`src/rtl/fifo_ctrl_pkg.sv`:
```
// fifo_ctrl_pkg
// Shared width helpers for queue controllers that sit in front of a
// register-file storage block. Reused by neighbouring queue blocks so that
// every controller sizes its address and occupancy fields the same way.
//   addr_width(n)  : storage address width for an n-entry file (min 1 bit)
//   count_width(n) : occupancy width, wide enough for n+1 entries, which
//                    covers the optional registered head stage

package fifo_ctrl_pkg;

    function automatic int addr_width(input int n);
        return (n > 2) ? $clog2(n) : 1;
    endfunction

    function automatic int count_width(input int n);
        return $clog2(n + 2);
    endfunction

endpackage

```
`src/rtl/fifo_ctrl_if.sv`:
```
// fifo_ctrl_if
// Bundles the push/pop streaming handshake, the register-file port and the
// occupancy output of fifo_ctrl.
//   modport slave  : the FIFO controller side
//   modport master : the surrounding pipeline / storage side
// Parameters DataWidth and NumEntries must match the attached fifo_ctrl.

interface fifo_ctrl_if
    import fifo_ctrl_pkg::*;
#(
    parameter int DataWidth  = 8,
    parameter int NumEntries = 4
);

    localparam int AddressWidth = addr_width(NumEntries);
    localparam int CountWidth   = count_width(NumEntries);

    logic                    push_valid_i;
    logic [DataWidth-1:0]    push_data_i;
    logic                    push_ready_o;

    logic                    pop_valid_o;
    logic [DataWidth-1:0]    pop_data_o;
    logic                    pop_ready_i;

    logic                    rf_wen_o;
    logic [AddressWidth-1:0] rf_waddr_o;
    logic [DataWidth-1:0]    rf_wdata_o;
    logic [AddressWidth-1:0] rf_raddr_o;
    logic [DataWidth-1:0]    rf_rdata_i;

    logic [CountWidth-1:0]   count_o;

    modport slave (
        input  push_valid_i, push_data_i, pop_ready_i, rf_rdata_i,
        output push_ready_o, pop_valid_o, pop_data_o,
               rf_wen_o, rf_waddr_o, rf_wdata_o, rf_raddr_o, count_o
    );

    modport master (
        output push_valid_i, push_data_i, pop_ready_i, rf_rdata_i,
        input  push_ready_o, pop_valid_o, pop_data_o,
               rf_wen_o, rf_waddr_o, rf_wdata_o, rf_raddr_o, count_o
    );

endinterface

```
`src/rtl/fifo_ctrl_ptr.sv`:
```
// fifo_ptr
// Wrap-aware storage pointer. Advances by one on incr and wraps from
// NumEntries-1 back to 0 explicitly, so non-power-of-two depths work.
//   clk  : clock, rising edge
//   rst  : synchronous active-high reset, pointer returns to 0
//   incr : advance pointer this cycle
//   ptr  : current pointer value

module fifo_ptr
    import fifo_ctrl_pkg::*;
#(
    parameter int NumEntries = 4
) (
    input  logic                              clk,
    input  logic                              rst,
    input  logic                              incr,
    output logic [addr_width(NumEntries)-1:0] ptr
);

    localparam int AddressWidth = addr_width(NumEntries);
    localparam logic [AddressWidth-1:0] LastIdx = AddressWidth'(NumEntries - 1);

    always_ff @(posedge clk) begin
        if (rst) begin
            ptr <= '0;
        end else if (incr) begin
            ptr <= (ptr == LastIdx) ? '0 : ptr + AddressWidth'(1);
        end
    end

endmodule

```
`src/rtl/fifo_ctrl.sv`:
```
// fifo_ctrl
// Synchronous FIFO controller that turns an external flat register file into
// a valid/ready queue. Pointers, occupancy and flags live here; the data lives
// in the register file instanced by the parent.
//   clk : clock, rising edge
//   rst : synchronous active-high reset (contents discarded, storage stale)
//   bus : fifo_ctrl_if.slave
//         push_valid_i/push_data_i/push_ready_o : producer handshake
//         pop_valid_o/pop_data_o/pop_ready_i    : consumer handshake
//         rf_wen_o/rf_waddr_o/rf_wdata_o        : storage write port
//         rf_raddr_o/rf_rdata_i                 : storage read port (comb. data)
//         count_o                               : current occupancy
// Build option FIFO_CTRL_OUTREG_EN: adds a registered head stage after the
// storage; capacity grows to NumEntries+1 and empty-FIFO latency to 2 cycles.

module fifo_ctrl
    import fifo_ctrl_pkg::*;
#(
    parameter int DataWidth  = 8,
    parameter int NumEntries = 4
) (
    input  logic        clk,
    input  logic        rst,
    fifo_ctrl_if.slave  bus
);

    localparam int AddressWidth = addr_width(NumEntries);
    localparam int CountWidth   = count_width(NumEntries);

    logic [AddressWidth-1:0] wr_ptr;
    logic [AddressWidth-1:0] rd_ptr;
    logic [CountWidth-1:0]   st_count_q;
    logic                    st_full;
    logic                    st_empty;
    logic                    push_fire;
    logic                    pop_fire;
    logic                    rd_incr;
    logic [DataWidth-1:0]    head_data;

    // Occupancy of the register file itself (excludes any head stage).
    assign st_full  = (st_count_q == CountWidth'(NumEntries));
    assign st_empty = (st_count_q == '0);

    // Ready depends only on registered occupancy; write is blocked in reset.
    assign bus.push_ready_o = !st_full;
    assign push_fire        = bus.push_valid_i && !st_full && !rst;

    assign bus.rf_wen_o   = push_fire;
    assign bus.rf_waddr_o = wr_ptr;
    assign bus.rf_wdata_o = bus.push_data_i;
    assign bus.rf_raddr_o = rd_ptr;

`ifdef FIFO_CTRL_OUTREG_EN
    logic                 stage_vld_q;
    logic [DataWidth-1:0] stage_data_q;

    assign bus.pop_valid_o = stage_vld_q;
    assign pop_fire        = stage_vld_q && bus.pop_ready_i;
    // Refill whenever the stage is free this cycle and storage has an entry;
    // this keeps back-to-back pops at one per cycle.
    assign rd_incr         = !st_empty && (!stage_vld_q || pop_fire);
    assign head_data       = stage_data_q;
    assign bus.count_o     = st_count_q + CountWidth'(stage_vld_q);

    always_ff @(posedge clk) begin
        if (rst) begin
            stage_vld_q <= 1'b0;
        end else if (rd_incr) begin
            stage_vld_q <= 1'b1;
        end else if (pop_fire) begin
            stage_vld_q <= 1'b0;
        end
    end

    always_ff @(posedge clk) begin
        if (rd_incr) begin
            stage_data_q <= bus.rf_rdata_i;
        end
    end
`else
    assign bus.pop_valid_o = !st_empty;
    assign pop_fire        = !st_empty && bus.pop_ready_i;
    assign rd_incr         = pop_fire;
    assign head_data       = bus.rf_rdata_i;
    assign bus.count_o     = st_count_q;
`endif

    assign bus.pop_data_o = head_data;

    always_ff @(posedge clk) begin
        if (rst) begin
            st_count_q <= '0;
        end else begin
            case ({push_fire, rd_incr})
                2'b10:   st_count_q <= st_count_q + CountWidth'(1);
                2'b01:   st_count_q <= st_count_q - CountWidth'(1);
                default: st_count_q <= st_count_q;
            endcase
        end
    end

    fifo_ptr #(.NumEntries(NumEntries)) u_wr_ptr (
        .clk  (clk),
        .rst  (rst),
        .incr (push_fire),
        .ptr  (wr_ptr)
    );

    fifo_ptr #(.NumEntries(NumEntries)) u_rd_ptr (
        .clk  (clk),
        .rst  (rst),
        .incr (rd_incr),
        .ptr  (rd_ptr)
    );

endmodule

```
`src/flat_wrapper.sv`:
```
// flat-port wrapper written by rule: the top's interface ports become plain ports
module fifo_ctrl_flat import fifo_ctrl_pkg::*;
#(
    parameter int DataWidth  = 8,
    parameter int NumEntries = 4
)
  (clk, rst, bus_push_valid_i, bus_push_data_i, bus_pop_ready_i, bus_rf_rdata_i, bus_push_ready_o, bus_pop_valid_o, bus_pop_data_o, bus_rf_wen_o, bus_rf_waddr_o, bus_rf_wdata_o, bus_rf_raddr_o, bus_count_o);
  fifo_ctrl_if #(.DataWidth(DataWidth), .NumEntries(NumEntries)) bus_i ();
  input  logic clk;
  input  logic rst;
  input wire logic [$bits(bus_i.push_valid_i)-1:0] bus_push_valid_i;
  input wire logic [$bits(bus_i.push_data_i)-1:0] bus_push_data_i;
  input wire logic [$bits(bus_i.pop_ready_i)-1:0] bus_pop_ready_i;
  input wire logic [$bits(bus_i.rf_rdata_i)-1:0] bus_rf_rdata_i;
  output wire logic [$bits(bus_i.push_ready_o)-1:0] bus_push_ready_o;
  output wire logic [$bits(bus_i.pop_valid_o)-1:0] bus_pop_valid_o;
  output wire logic [$bits(bus_i.pop_data_o)-1:0] bus_pop_data_o;
  output wire logic [$bits(bus_i.rf_wen_o)-1:0] bus_rf_wen_o;
  output wire logic [$bits(bus_i.rf_waddr_o)-1:0] bus_rf_waddr_o;
  output wire logic [$bits(bus_i.rf_wdata_o)-1:0] bus_rf_wdata_o;
  output wire logic [$bits(bus_i.rf_raddr_o)-1:0] bus_rf_raddr_o;
  output wire logic [$bits(bus_i.count_o)-1:0] bus_count_o;
  assign bus_i.push_valid_i = bus_push_valid_i;
  assign bus_i.push_data_i = bus_push_data_i;
  assign bus_i.pop_ready_i = bus_pop_ready_i;
  assign bus_i.rf_rdata_i = bus_rf_rdata_i;
  assign bus_push_ready_o = bus_i.push_ready_o;
  assign bus_pop_valid_o = bus_i.pop_valid_o;
  assign bus_pop_data_o = bus_i.pop_data_o;
  assign bus_rf_wen_o = bus_i.rf_wen_o;
  assign bus_rf_waddr_o = bus_i.rf_waddr_o;
  assign bus_rf_wdata_o = bus_i.rf_wdata_o;
  assign bus_rf_raddr_o = bus_i.rf_raddr_o;
  assign bus_count_o = bus_i.count_o;
  fifo_ctrl #(.DataWidth(DataWidth), .NumEntries(NumEntries)) u_core (.clk(clk), .rst(rst), .bus(bus_i));
endmodule
```
`config.mk`:
```
export PLATFORM = sky130hd
export DESIGN_NAME = fifo_ctrl_flat
export DESIGN_NICKNAME = d
export VERILOG_FILES = /design/src/rtl/fifo_ctrl_pkg.sv /design/src/rtl/fifo_ctrl_if.sv /design/src/rtl/fifo_ctrl_ptr.sv /design/src/rtl/fifo_ctrl.sv /design/src/flat_wrapper.sv
export SDC_FILE = /design/constraint.sdc
export NUM_CORES = 1
export LEC_CHECK = 0
export CAP_MARGIN = 25
export CORE_UTILIZATION = 30
export DETAILED_ROUTE_END_ITERATION = 12
export MAX_ROUTING_LAYER = met4
export PLACE_DENSITY = 0.85
export SYNTH_ARGS = -nofsm -noshare
export SYNTH_HDL_FRONTEND = slang
export SYNTH_SLANG_ARGS = --single-unit
```
`constraint.sdc`:
```
create_clock -name clk -period 3.2 [get_ports clk]
set_clock_uncertainty 0.1 [all_clocks]
set_input_delay 0.64 -clock clk [delete_from_list [all_inputs] [get_ports clk]]
set_output_delay 0.64 -clock clk [all_outputs]
set_load 0.005 [all_outputs]
```
### Word level (Yosys, flattened, before mapping)

Cells that the tools add are included.

* flip-flop bits (word level): 7
* output and inout bits: 26
* logic and storage cells: 23

* add/sub/neg operators: 4
* equality and inequality tests: 5
* mux-type cells: 3
* reduce and logical (&&, ||, !) cells: 8

Operators with widths (count)
* $eq A2 B2 Y1 const B: 3
* $pmux W3 S2: 1
* $add A2 B1 Y2 const B: 2
* $mux W2: 2
* $add A3 B1 Y3 const B: 1
* $eq A3 B3 Y1 const B: 1
* $logic_and A1 B1 Y1: 3
* $logic_not A1 Y1: 3
* $logic_not A3 Y1: 1
* $sub A3 B1 Y3 const B: 1
* $eq A2 B1 Y1 const B: 1
* $reduce_bool A2 Y1: 1

### Logic depth before layout (Yosys ltp)

Gate-level depths: netlist of run 1.

* depth after elaboration: 6
* depth in mapped cells: 10
* depth with buffers taken out: 9

### By module

A second synthesis of run 1 with hierarchy kept.

* cell total of the unflattened synthesis: 54
* area total of the unflattened synthesis: 480.5 µm²

Modules (own cells, without submodules)
* fifo_ctrl: times used 1, cells an instance 38, area an instance 307.8 µm²
* fifo_ptr: times used 2, cells an instance 8, area an instance 86.3 µm²

### Worst setup path before layout of run 1

Ideal clock, no wire load.

* path type: register to register
* start: reg u_core.st_count_q[2] (netlist: u_core.bus.count_o[2])
* end: reg u_core.st_count_q[2] (netlist: u_core.bus.count_o[2])
* data arrival time: 2.349 ns
* path slack: 0.681 ns
* stages on the path, launching flop included: 11
* buffers on the path: 1
* clock period less this slack: 2.519 ns
* path through: dfxtp_1 -> or3b_1 -> and3b_1 -> buf_6 -> inv_1 -> ha_1 -> inv_1 -> fa_1 -> xor2_1 -> or3_2 -> a21oi_1

* longest elaborated chain between the ends: 6
* elaborated cells between the ends (all ways): 13

RTL lines
* start: declaration: RTL line fifo_ctrl.sv:32 `logic [CountWidth-1:0] st_count_q;`
* start signal: assignment: RTL line fifo_ctrl.sv:95 `2'b10: st_count_q <= st_count_q + CountWidth'(1);`
* start signal: assignment: RTL line fifo_ctrl.sv:96 `2'b01: st_count_q <= st_count_q - CountWidth'(1);`
* start signal: assignment: RTL line fifo_ctrl.sv:97 `default: st_count_q <= st_count_q;`
* $eq A3 B3 Y1 *: RTL line fifo_ctrl.sv:41 `assign st_full = (st_count_q == CountWidth'(NumEntries));`
* $logic_not A1 Y1 *
* net bus_push_ready_o: RTL line flat_wrapper.sv:15 `output wire logic [$bits(bus_i.push_ready_o)-1:0] bus_push_ready_o;`
* $logic_and A1 B1 Y1 * (2 in a row): RTL line fifo_ctrl.sv:46 `assign push_fire = bus.push_valid_i && !st_full && !rst;`
* net bus_rf_wen_o: RTL line flat_wrapper.sv:18 `output wire logic [$bits(bus_i.rf_wen_o)-1:0] bus_rf_wen_o;`
* $eq A2 B1 Y1 or $eq A2 B2 Y1 (tied branches): RTL line fifo_ctrl.sv:94 `case ({push_fire, rd_incr})`
* $pmux W3 S2 or $reduce_bool A2 Y1 (tied branches)

The timed path passes the listed nets; every way through them passes the cells marked *.
A chain may end at the register's enable or synchronous reset.

### Worst setup path in the final report of run 1

* start: in rst
* end: reg u_core.st_count_q[2] (netlist: u_core.bus.count_o[2])

* longest elaborated chain between the ends: 4
* elaborated cells between the ends (all ways): 6

RTL lines
* start: declaration: RTL line flat_wrapper.sv:10 `input logic rst;`
* $logic_not A1 Y1: RTL line fifo_ctrl.sv:46
* $logic_and A1 B1 Y1: RTL line fifo_ctrl.sv:46
* $eq A2 B1 Y1 or $eq A2 B2 Y1 (tied branches): RTL line fifo_ctrl.sv:94
* $pmux W3 S2 or $reduce_bool A2 Y1 (tied branches)

Parallel ways exist; a longest one is shown, timed or not.

==> flow_summary_export.csv, run 1 <==
group,metric,value,unit
outcome,outcome,"complete, no violations",
die,die_area,1860,um^2
clock_tree,cts_htree_levels,1,
grt,busiest_layer,"met2",
detailed_routing,firstDrtPassIters,2,
logic_synthesis,ys_seq_area_share,27.7,%
logic_synthesis,synth.cell_area,507,um^2
grt,global_route.usage.met1,9.04,%
timing,whs,0.387,ns
layout,fillerInstances,161,
logic_synthesis,avgSynthCellArea,9.05,um^2
die,die_w,43.1,um
timing,finalMaxSlewViolations,0,
grt,grt_util_met2,12.5,%
clock_tree,cts_tree,"yes",
detailed_routing,viasPerCell,4.44,
placed_design,dp_cells,69,
job,cap_violations,0,
logic_synthesis,yosysWarnings,0,
worst_setup_path,crit_chain,"clkdlybuf4s50_1, and3b_1, inv_1, ha_1, inv_1, fa_1, xor2_1, or3_2, a21oi_1",
worst_setup_path,crit_path_top_delay_cell,"clkdlybuf4s50_1",
grt,met3_usage,7.23,%
logic_synthesis,syn-num-nets,80,
grt,grt_usage,9.27,%
power_and_ir_drop,p_per_area,791,nW/um^2
detailed_routing,drtIter0Drc,2,
worst_setup_path,arrival,2.75,ns
clock_tree,clk-insertion-delay-late,0.25,ns
worst_setup_path,cp_slowest_stage_delay,0.47,ns
grt,grt_pass1_wl,1170,um
logic_synthesis,netlist_instances,56,
layout,fin_util,36.3,%
placed_design,place_congestion,0.762,
grt,grt_max_degree,8,
power_and_ir_drop,p_leak,0.000241,uW
layout,drive_gt1_share,14.0,%
layout,final_common_cell,"clkdlybuf4s50_1",
worst_setup_path,critical_path.top_delay_family,"simple AND/OR/NAND/NOR gates",
die,core,1540,um^2
timing,fmax,376,MHz
detailed_routing,vias,324,
timing,setup_tns,0,ns
timing,fin_crit_sh,83.2,%
layout,design_area,559,um^2
detailed_routing,drt_wl_total,802,um
worst_setup_path,start_kind,"input pin",
clock_tree,cts_root_buf,"clkbuf_4",
clock_tree,clkSinkCount,7,
power_and_ir_drop,ir_worst_vdd,323,uV
grt,grt_pass1_vias,298,
detailed_routing,drcViolationCount,0,
clock_tree,cts_buffers,3,
timing,setup_viol,0,
layout,seqCellArea,140,um^2
clock_tree,clk_pin_slew_worst_paths,0.05,ns
layout,layout.nets,82,
worst_setup_path,cpMostUsedCell,"inv_1",
placed_design,io_buffer_count,13,
detailed_routing,wl_per_cell,11.0,um
logic_synthesis,ys_seq_elements,7,
die,die_h,43.1,um
grt,antenna_found_initial,0,
worst_setup_path,crit_type,"in -> reg",
worst_setup_path,critPathRequiredTime,3.29,ns
die,initial_core_util,32.9,%
timing,fin_crit,2.66,ns
placed_design,dp_hpwl,633,um
layout,final_cell_mix,"clkdlybuf4s50_1, dfxtp_1, inv_1, nor2_1",
timing,worst_slew_pin_slew,0.522,ns
timing,hold_viol,0,
die,io_pins,46,
layout,syn2layout_area_growth,10.4,%
detailed_routing,antenna_left,0,
worst_setup_path,crit_path_end_kind,"register",
clock_tree,cts_resized,0,
clock_tree,cts_hold_buffers,0,
worst_hold_path,hold_class,"reg -> reg",
clock_tree,postCtsSetupBuffers,0,
placed_design,postPlaceCellArea,533,um^2
layout,layout.cells.non_filler,73,
timing,rsz0062_at_grt,"false",
logic_synthesis,synth.distinct_cells,19,
layout,multi_input_area,216,um^2
clock_tree,clock_path_buffers,2,
worst_setup_path,path_max_fanout,4,
die,placementRows,14,
worst_setup_path,crit_buf_inv,3,
timing,slew_headroom,64.9,%
layout,diodes,0,
grt,overflow,0,
==> cell usage after synthesis <==
library cell / instances / area [um^2]
dfxtp_1: 7 / 140
inv_1: 5 / 18.8
o31ai_1: 1 / 7.51
or3_1: 1 / 6.26
o21ai_0: 1 / 5.00
or3b_1: 1 / 8.76
xor2_1: 2 / 17.5
fa_1: 1 / 20.0
buf_4: 16 / 120
nor2_1: 5 / 18.8
nor2b_1: 2 / 12.5
mux2_4: 2 / 30.0
nand2_1: 1 / 3.75
a21oi_1: 3 / 15.0
mux2i_1: 1 / 10.0
buf_6: 1 / 11.3
ha_1: 3 / 37.5
and3b_1: 1 / 8.76
or3_2: 2 / 15.0
==> power by group <==
group          internal [uW]  switching [uW]  total, uW
Combinational            135            83.6        219
Clock                   47.6            32.2       79.7
Sequential               114            29.4        144
==> flip-flops by register name, summed over array words and instances (netlist names) <==
signal,cells
u_core.bus.count_o,3
u_core.u_rd_ptr.ptr,2
u_core.u_wr_ptr.ptr,2
==> per-stage QoR <==
step	worst slack, ns	power, uW
floorplan	0.681	275
global placement	0.302	355
detailed placement	0.258	364
CTS	0.526	450
global route	0.455	482
finish	0.538	442
==> worst register-to-register path, delay by kind of cell (launching register included) <==
| family | cells | cell delay [ns] |
|---|---|---|
| flip-flops | 1 | 0.39 |
| AND/OR/NAND/NOR | 3 | 1.03 |
| XOR/XNOR | 1 | 0.16 |
| adder cells (fa/ha/maj) | 2 | 0.56 |
| AO/OA/AOI/OAI | 1 | 0.14 |
| buffers and inverters | 2 | 0.13 |
==> cell families after synthesis <==
kind of cell | Yosys count | synth area share (%)
buffers and inverters | 22 | 29.6
AND/OR/NAND/NOR | 13 | 14.6
flip-flops | 7 | 27.7
AO/OA/AOI/OAI | 5 | 5.43
adder cells (fa/ha/maj) | 4 | 11.4
multiplexers | 3 | 7.90
XOR/XNOR | 2 | 3.46
==> routing by layer <==
layer | wire length (um) | vias up
met1 | 320 | 143
met2 | 367 | 15
met3 | 115 | 0
li1 | - | 166
met4 | 0 | 0
met5 | 0 | -
==> worst paths after layout <==
kind / startpoint / to / slack (ns) / depth (start not counted)
setup / recovery: rst / u_core.bus.count_o[2] / 0.54 / 9
hold / removal: u_core.u_rd_ptr.ptr[0] / u_core.u_rd_ptr.ptr[0] / 0.39 / 2
setup reg to reg: u_core.bus.count_o[2] / u_core.bus.count_o[2] / 0.61 / 9
hold reg to reg: u_core.u_rd_ptr.ptr[0] / u_core.u_rd_ptr.ptr[0] / 0.39 / 2
==> cell type report <==
type                       count  share of cell area [%]
multi-input combinational     27                    38.7
inverter                       5                    3.36
tap                           16                    3.58
clock buffer                   4                    4.70
timing repair buffer          14                    24.6
sequential                     7                    25.1
No activity file was read; power rests on OpenSTA's default activity.
==> run 2: changes to the inputs <==
- clock period: 3.2 -> 2.5 ns (I/O delays scaled with it)
==> flow_summary_export.csv, run 2 (synthesized netlist as in run 1, its figures left out) <==
group,metric,value,unit
die,placementRows,14,
worst_setup_path,crit_path_end_kind,"output pin",
die,core,1540,um^2
worst_setup_path,start_kind,"register",
detailed_routing,firstDrtPassIters,2,
clock_tree,cts_htree_levels,1,
detailed_routing,vias,357,
timing,fin_crit_sh,95.5,%
placed_design,place_congestion,0.744,
layout,syn2layout_area_growth,21.7,%
detailed_routing,drtIter0Drc,5,
detailed_routing,viasPerCell,4.58,
clock_tree,postCtsSetupBuffers,0,
power_and_ir_drop,p_leak,0.000271,uW
layout,final_common_cell,"clkdlybuf4s50_1",
die,die_h,43.1,um
outcome,outcome,"complete, no violations",
clock_tree,cts_buffers,3,
die,die_w,43.1,um
clock_tree,cts_tree,"yes",
clock_tree,cts_root_buf,"clkbuf_4",
timing,worst_slew_pin_slew,0.284,ns
layout,layout.nets,87,
clock_tree,clk_pin_slew_worst_paths,0.06,ns
clock_tree,cts_hold_buffers,0,
job,cap_violations,0,
clock_tree,clock_path_buffers,2,
grt,grt_pass1_vias,300,
grt,antenna_found_initial,0,
layout,drive_gt1_share,30.6,%
die,io_pins,46,
power_and_ir_drop,pwr-share-comb,54.4,%
worst_setup_path,critPathRequiredTime,1.90,ns
grt,overflow,0,
worst_setup_path,arrival,1.79,ns
detailed_routing,wl_per_cell,11.3,um
grt,grt_max_degree,8,
worst_hold_path,hold_class,"reg -> reg",
power_and_ir_drop,finalPower,625,uW
power_and_ir_drop,ir_worst_vdd,495,uV
timing,fmax,419,MHz
placed_design,dp_hpwl,661,um
detailed_routing,drcViolationCount,0,
worst_setup_path,crit_type,"reg -> out",
timing,setup_tns,0,ns
timing,hold_viol,0,
timing,fin_crit,2.39,ns
power_and_ir_drop,seqPwrFrac,28.5,%
power_and_ir_drop,p_per_area,1010,nW/um^2
power_and_ir_drop,p_switching,201,uW
clock_tree,clkSinkCount,7,
power_and_ir_drop,clock_power_share,17.1,%
timing,rsz0062_at_grt,"false",
layout,final_cell_mix,"clkdlybuf4s50_1, buf_4, inv_1, nor2_1, dfxtp_1",
grt,grt_usage,9.72,%
die,initial_core_util,32.9,%
worst_setup_path,path_max_fanout,6,
detailed_routing,antenna_left,0,
layout,largest_register_ffs,3,
power_and_ir_drop,p_int,424,uW
layout,diodes,0,
power_and_ir_drop,swShare,32.2,%
grt,grt_pass1_wl,1260,um
timing,finalMaxSlewViolations,0,
timing,setup_viol,0,
die,die_area,1860,um^2
clock_tree,clk-insertion-delay-late,0.25,ns
timing,slew_headroom,80.9,%
detailed_routing,drt_wl_total,885,um
placed_design,io_buffer_count,13,
## run 2: area by class of cell
class                           count  area, um^2
Clock buffer                        4        26.3
Fill cell                         162         925
Inverter                            5        18.8
Multi-Input combinational cell     27         231
Sequential cell                     7         145
Tap cell                           16        20.0
Timing Repair Buffer               19         175
## run 2: final timing paths
check,from,cells past startpoint,slack [ns],endpoint
max,u_core.bus.count_o[0],4,0.11,bus_rf_wen_o
min,u_core.u_rd_ptr.ptr[0],2,0.39,u_core.u_rd_ptr.ptr[0]
max reg2reg,u_core.bus.count_o[0],9,0.14,u_core.bus.count_o[2]
min reg2reg,u_core.u_rd_ptr.ptr[0],2,0.39,u_core.u_rd_ptr.ptr[0]
## run 2: repair_timing
item / in CTS / in global routing
gates resized for setup: 0 / 6
endpoints found under the hold margin: 0 / 0
setup endpoints to repair: 0 / 1
## run 2: worst max-delay path, stage by stage (launching register included)
cell             delay, ns
dfxtp_4               0.36
or3b_4                0.39
and3b_1               0.20
buf_4                 0.15
clkdlybuf4s50_1       0.44
## run 2: metrics by stage
step	hold slack [ns]	area, um^2	utilization, %	setup WS (ns)	instances
global route	0.435	617	40.0	0.0310	78
global placement	0.372	573	37.2	-0.141	74
detailed placement	0.386	573	37.2	-0.204	74
CTS	0.394	599	38.9	0.0349	78
floorplan	0.371	509	-	0.00113	56
finish	0.388	617	40.0	0.114	78
## run 2: power groups by stage
stage          Sequential [uW]  Combinational [uW]  Clock, uW
2_1_floorplan              185                 170          0
4_1_cts                    177                 328        111
5_1_grt                    184                 376        119
3_5_place_dp               179                 323          0
3_3_place_gp               177                 317          0
6_report                   178                 340        107
## run 2: metal layers
layer / vias to the layer above / global-route usage (%) / wire length [um]
met5: - / - / 0
li1: 175 / - / -
met4: 0 / 4.24 / 9
met1: 166 / 9.84 / 331
met3: 2 / 6.81 / 116
met2: 14 / 14.3 / 427
==> run 3: changes to the inputs <==
- RECOVER_POWER: default -> 100
==> flow_summary_export.csv, run 3 (synthesized netlist as in run 1, its figures left out) <==
group,metric,value,unit
worst_setup_path,arrival,1.78,ns
layout,drive_gt1_share,24.2,%
power_and_ir_drop,ir_worst_vdd,475,uV
worst_hold_path,hold_path_depth,2,
layout,layout.cells.non_filler,78,
layout,final_cell_mix,"dlygate4sd3_1, inv_1, nor2_1, dfxtp_1",
grt,grt_pass1_vias,300,
detailed_routing,drcViolationCount,0,
worst_setup_path,start_kind,"register",
timing,worst_slew_pin_slew,0.279,ns
die,io_pins,46,
clock_tree,cts_buffers,3,
worst_setup_path,path_depth,4,
timing,rsz0062_at_grt,"false",
clock_tree,clock_path_buffers,2,
clock_tree,postCtsSetupBuffers,0,
grt,grt_max_degree,8,
timing,setup_tns,0,ns
placed_design,io_buffer_count,13,
detailed_routing,viasPerCell,4.59,
clock_tree,clkSinkCount,7,
die,initial_core_util,32.9,%
detailed_routing,drtIter0Drc,2,
die,core,1540,um^2
placed_design,dp_cells,74,
clock_tree,clk_pin_slew_worst_paths,0.06,ns
job,cap_violations,0,
worst_setup_path,crit_chain,"or3b_1, and3b_1, buf_4, clkdlybuf4s50_1",
timing,slew_headroom,81.2,%
layout,final_common_cell,"dlygate4sd3_1",
worst_setup_path,critical_path.top_delay_family,"simple AND/OR/NAND/NOR gates",
die,placementRows,14,
timing,whs,0.385,ns
power_and_ir_drop,p_leak,0.000278,uW
clock_tree,cts_root_buf,"clkbuf_4",
layout,syn2layout_area_growth,19.3,%
grt,overflow,0,
placed_design,place_congestion,0.744,
layout,largest_register_ffs,3,
detailed_routing,antenna_left,0,
outcome,outcome,"complete, no violations",
clock_tree,clk-insertion-delay-late,0.25,ns
detailed_routing,drt_wl_total,885,um
clock_tree,cts_htree_levels,1,
worst_setup_path,crit_buf_inv,2,
detailed_routing,firstDrtPassIters,2,
die,die_area,1860,um^2
timing,fmax,420,MHz
worst_setup_path,crit_path_top_delay_cell,"clkdlybuf4s50_1",
worst_setup_path,crit_path_end_kind,"output pin",
die,die_w,43.1,um
worst_setup_path,cp_slowest_stage_delay,0.44,ns
grt,grt_pass1_wl,1260,um
worst_setup_path,reg2reg_depth,9,
detailed_routing,vias,358,
power_and_ir_drop,finalPower,590,uW
timing,finalMaxSlewViolations,0,
worst_setup_path,crit_type,"reg -> out",
timing,fin_crit,2.38,ns
layout,layout.nets,87,
clock_tree,cts_tree,"yes",
detailed_routing,wl_per_cell,11.3,um
clock_tree,cts_hold_buffers,0,
worst_setup_path,path_max_fanout,6,
placed_design,dp_hpwl,661,um
layout,fillerInstances,168,
grt,antenna_found_initial,0,
worst_setup_path,critPathRequiredTime,1.90,ns
worst_hold_path,hold_class,"reg -> reg",
timing,setup_viol,0,
timing,fin_crit_sh,95.3,%
layout,diodes,0,
layout,fin_util,39.2,%
power_and_ir_drop,p_per_area,976,nW/um^2
die,die_h,43.1,um
timing,hold_viol,0,
grt,grt_usage,9.72,%
## run 3: cell count changes in the layout (fill, tap and decap cells not counted)
cell | before | now
buf_4 | 6 | 4
clkbuf_1 | 1 | 3
clkdlybuf4s50_1 | 13 | 4
dlygate4sd3_1 | 0 | 9
ha_1 | 2 | 3
ha_2 | 1 | 0
or3b_1 | 0 | 1
or3b_4 | 1 | 0
## run 3: path summary, 6_finish.rpt
kind	startpoint	endpoint	slack, ns
max reg2reg	u_core.bus.count_o[0]	u_core.bus.count_o[2]	0.15
min	u_core.u_rd_ptr.ptr[0]	u_core.u_rd_ptr.ptr[0]	0.38
min reg2reg	u_core.u_rd_ptr.ptr[0]	u_core.u_rd_ptr.ptr[0]	0.38
max	u_core.bus.count_o[0]	bus_rf_wen_o	0.12
## run 3: repair_timing
item                                    4_1_cts  5_1_grt
endpoints found under the setup margin        0        1
resized for setup                             0        6
endpoints found under the hold margin         0        0
## run 3: worst reg2reg max path: cells and delay by family (launching register included)
family	cells	cell delay [ns]
adders and majority gates	2	0.50
xor gates and xnor gates	1	0.16
DFF	1	0.36
and+or+nand+nor	3	0.92
AOI/OAI and AO/OA	1	0.13
buffers and inverters	2	0.12
## run 3: power breakdown
part | leakage [uW] | switching (uW) | internal, uW | total (uW)
Sequential | 0.0000585 | 26.6 | 150 | 176
Clock | 0.0000150 | 45.7 | 61.2 | 107
Combinational | 0.000205 | 127 | 180 | 307
## run 3: final cells by class
class,instances,area (um^2),area share (%)
repair buffers,19,168,27.7
well taps,16,20.0,3.31
flip-flops and latches,7,145,24.0
inverters,5,18.8,3.11
clock buffers,4,26.3,4.35
multi-input cells,27,226,37.5
## run 3: per-layer routing
layer / GRT usage, % / routed length, um
met2: 14.3 / 424
met3: 6.81 / 116
met4: 4.24 / 9
met1: 9.84 / 334
met5: - / 0
## run 3: stage by stage
step / cell area [um^2] / setup WS [ns]
after global placement: 573 / -0.141
final: 604 / 0.118
after detailed placement: 573 / -0.204
after CTS: 599 / 0.0349
after global routing: 604 / 0.0165
after floorplan: 509 / 0.00113
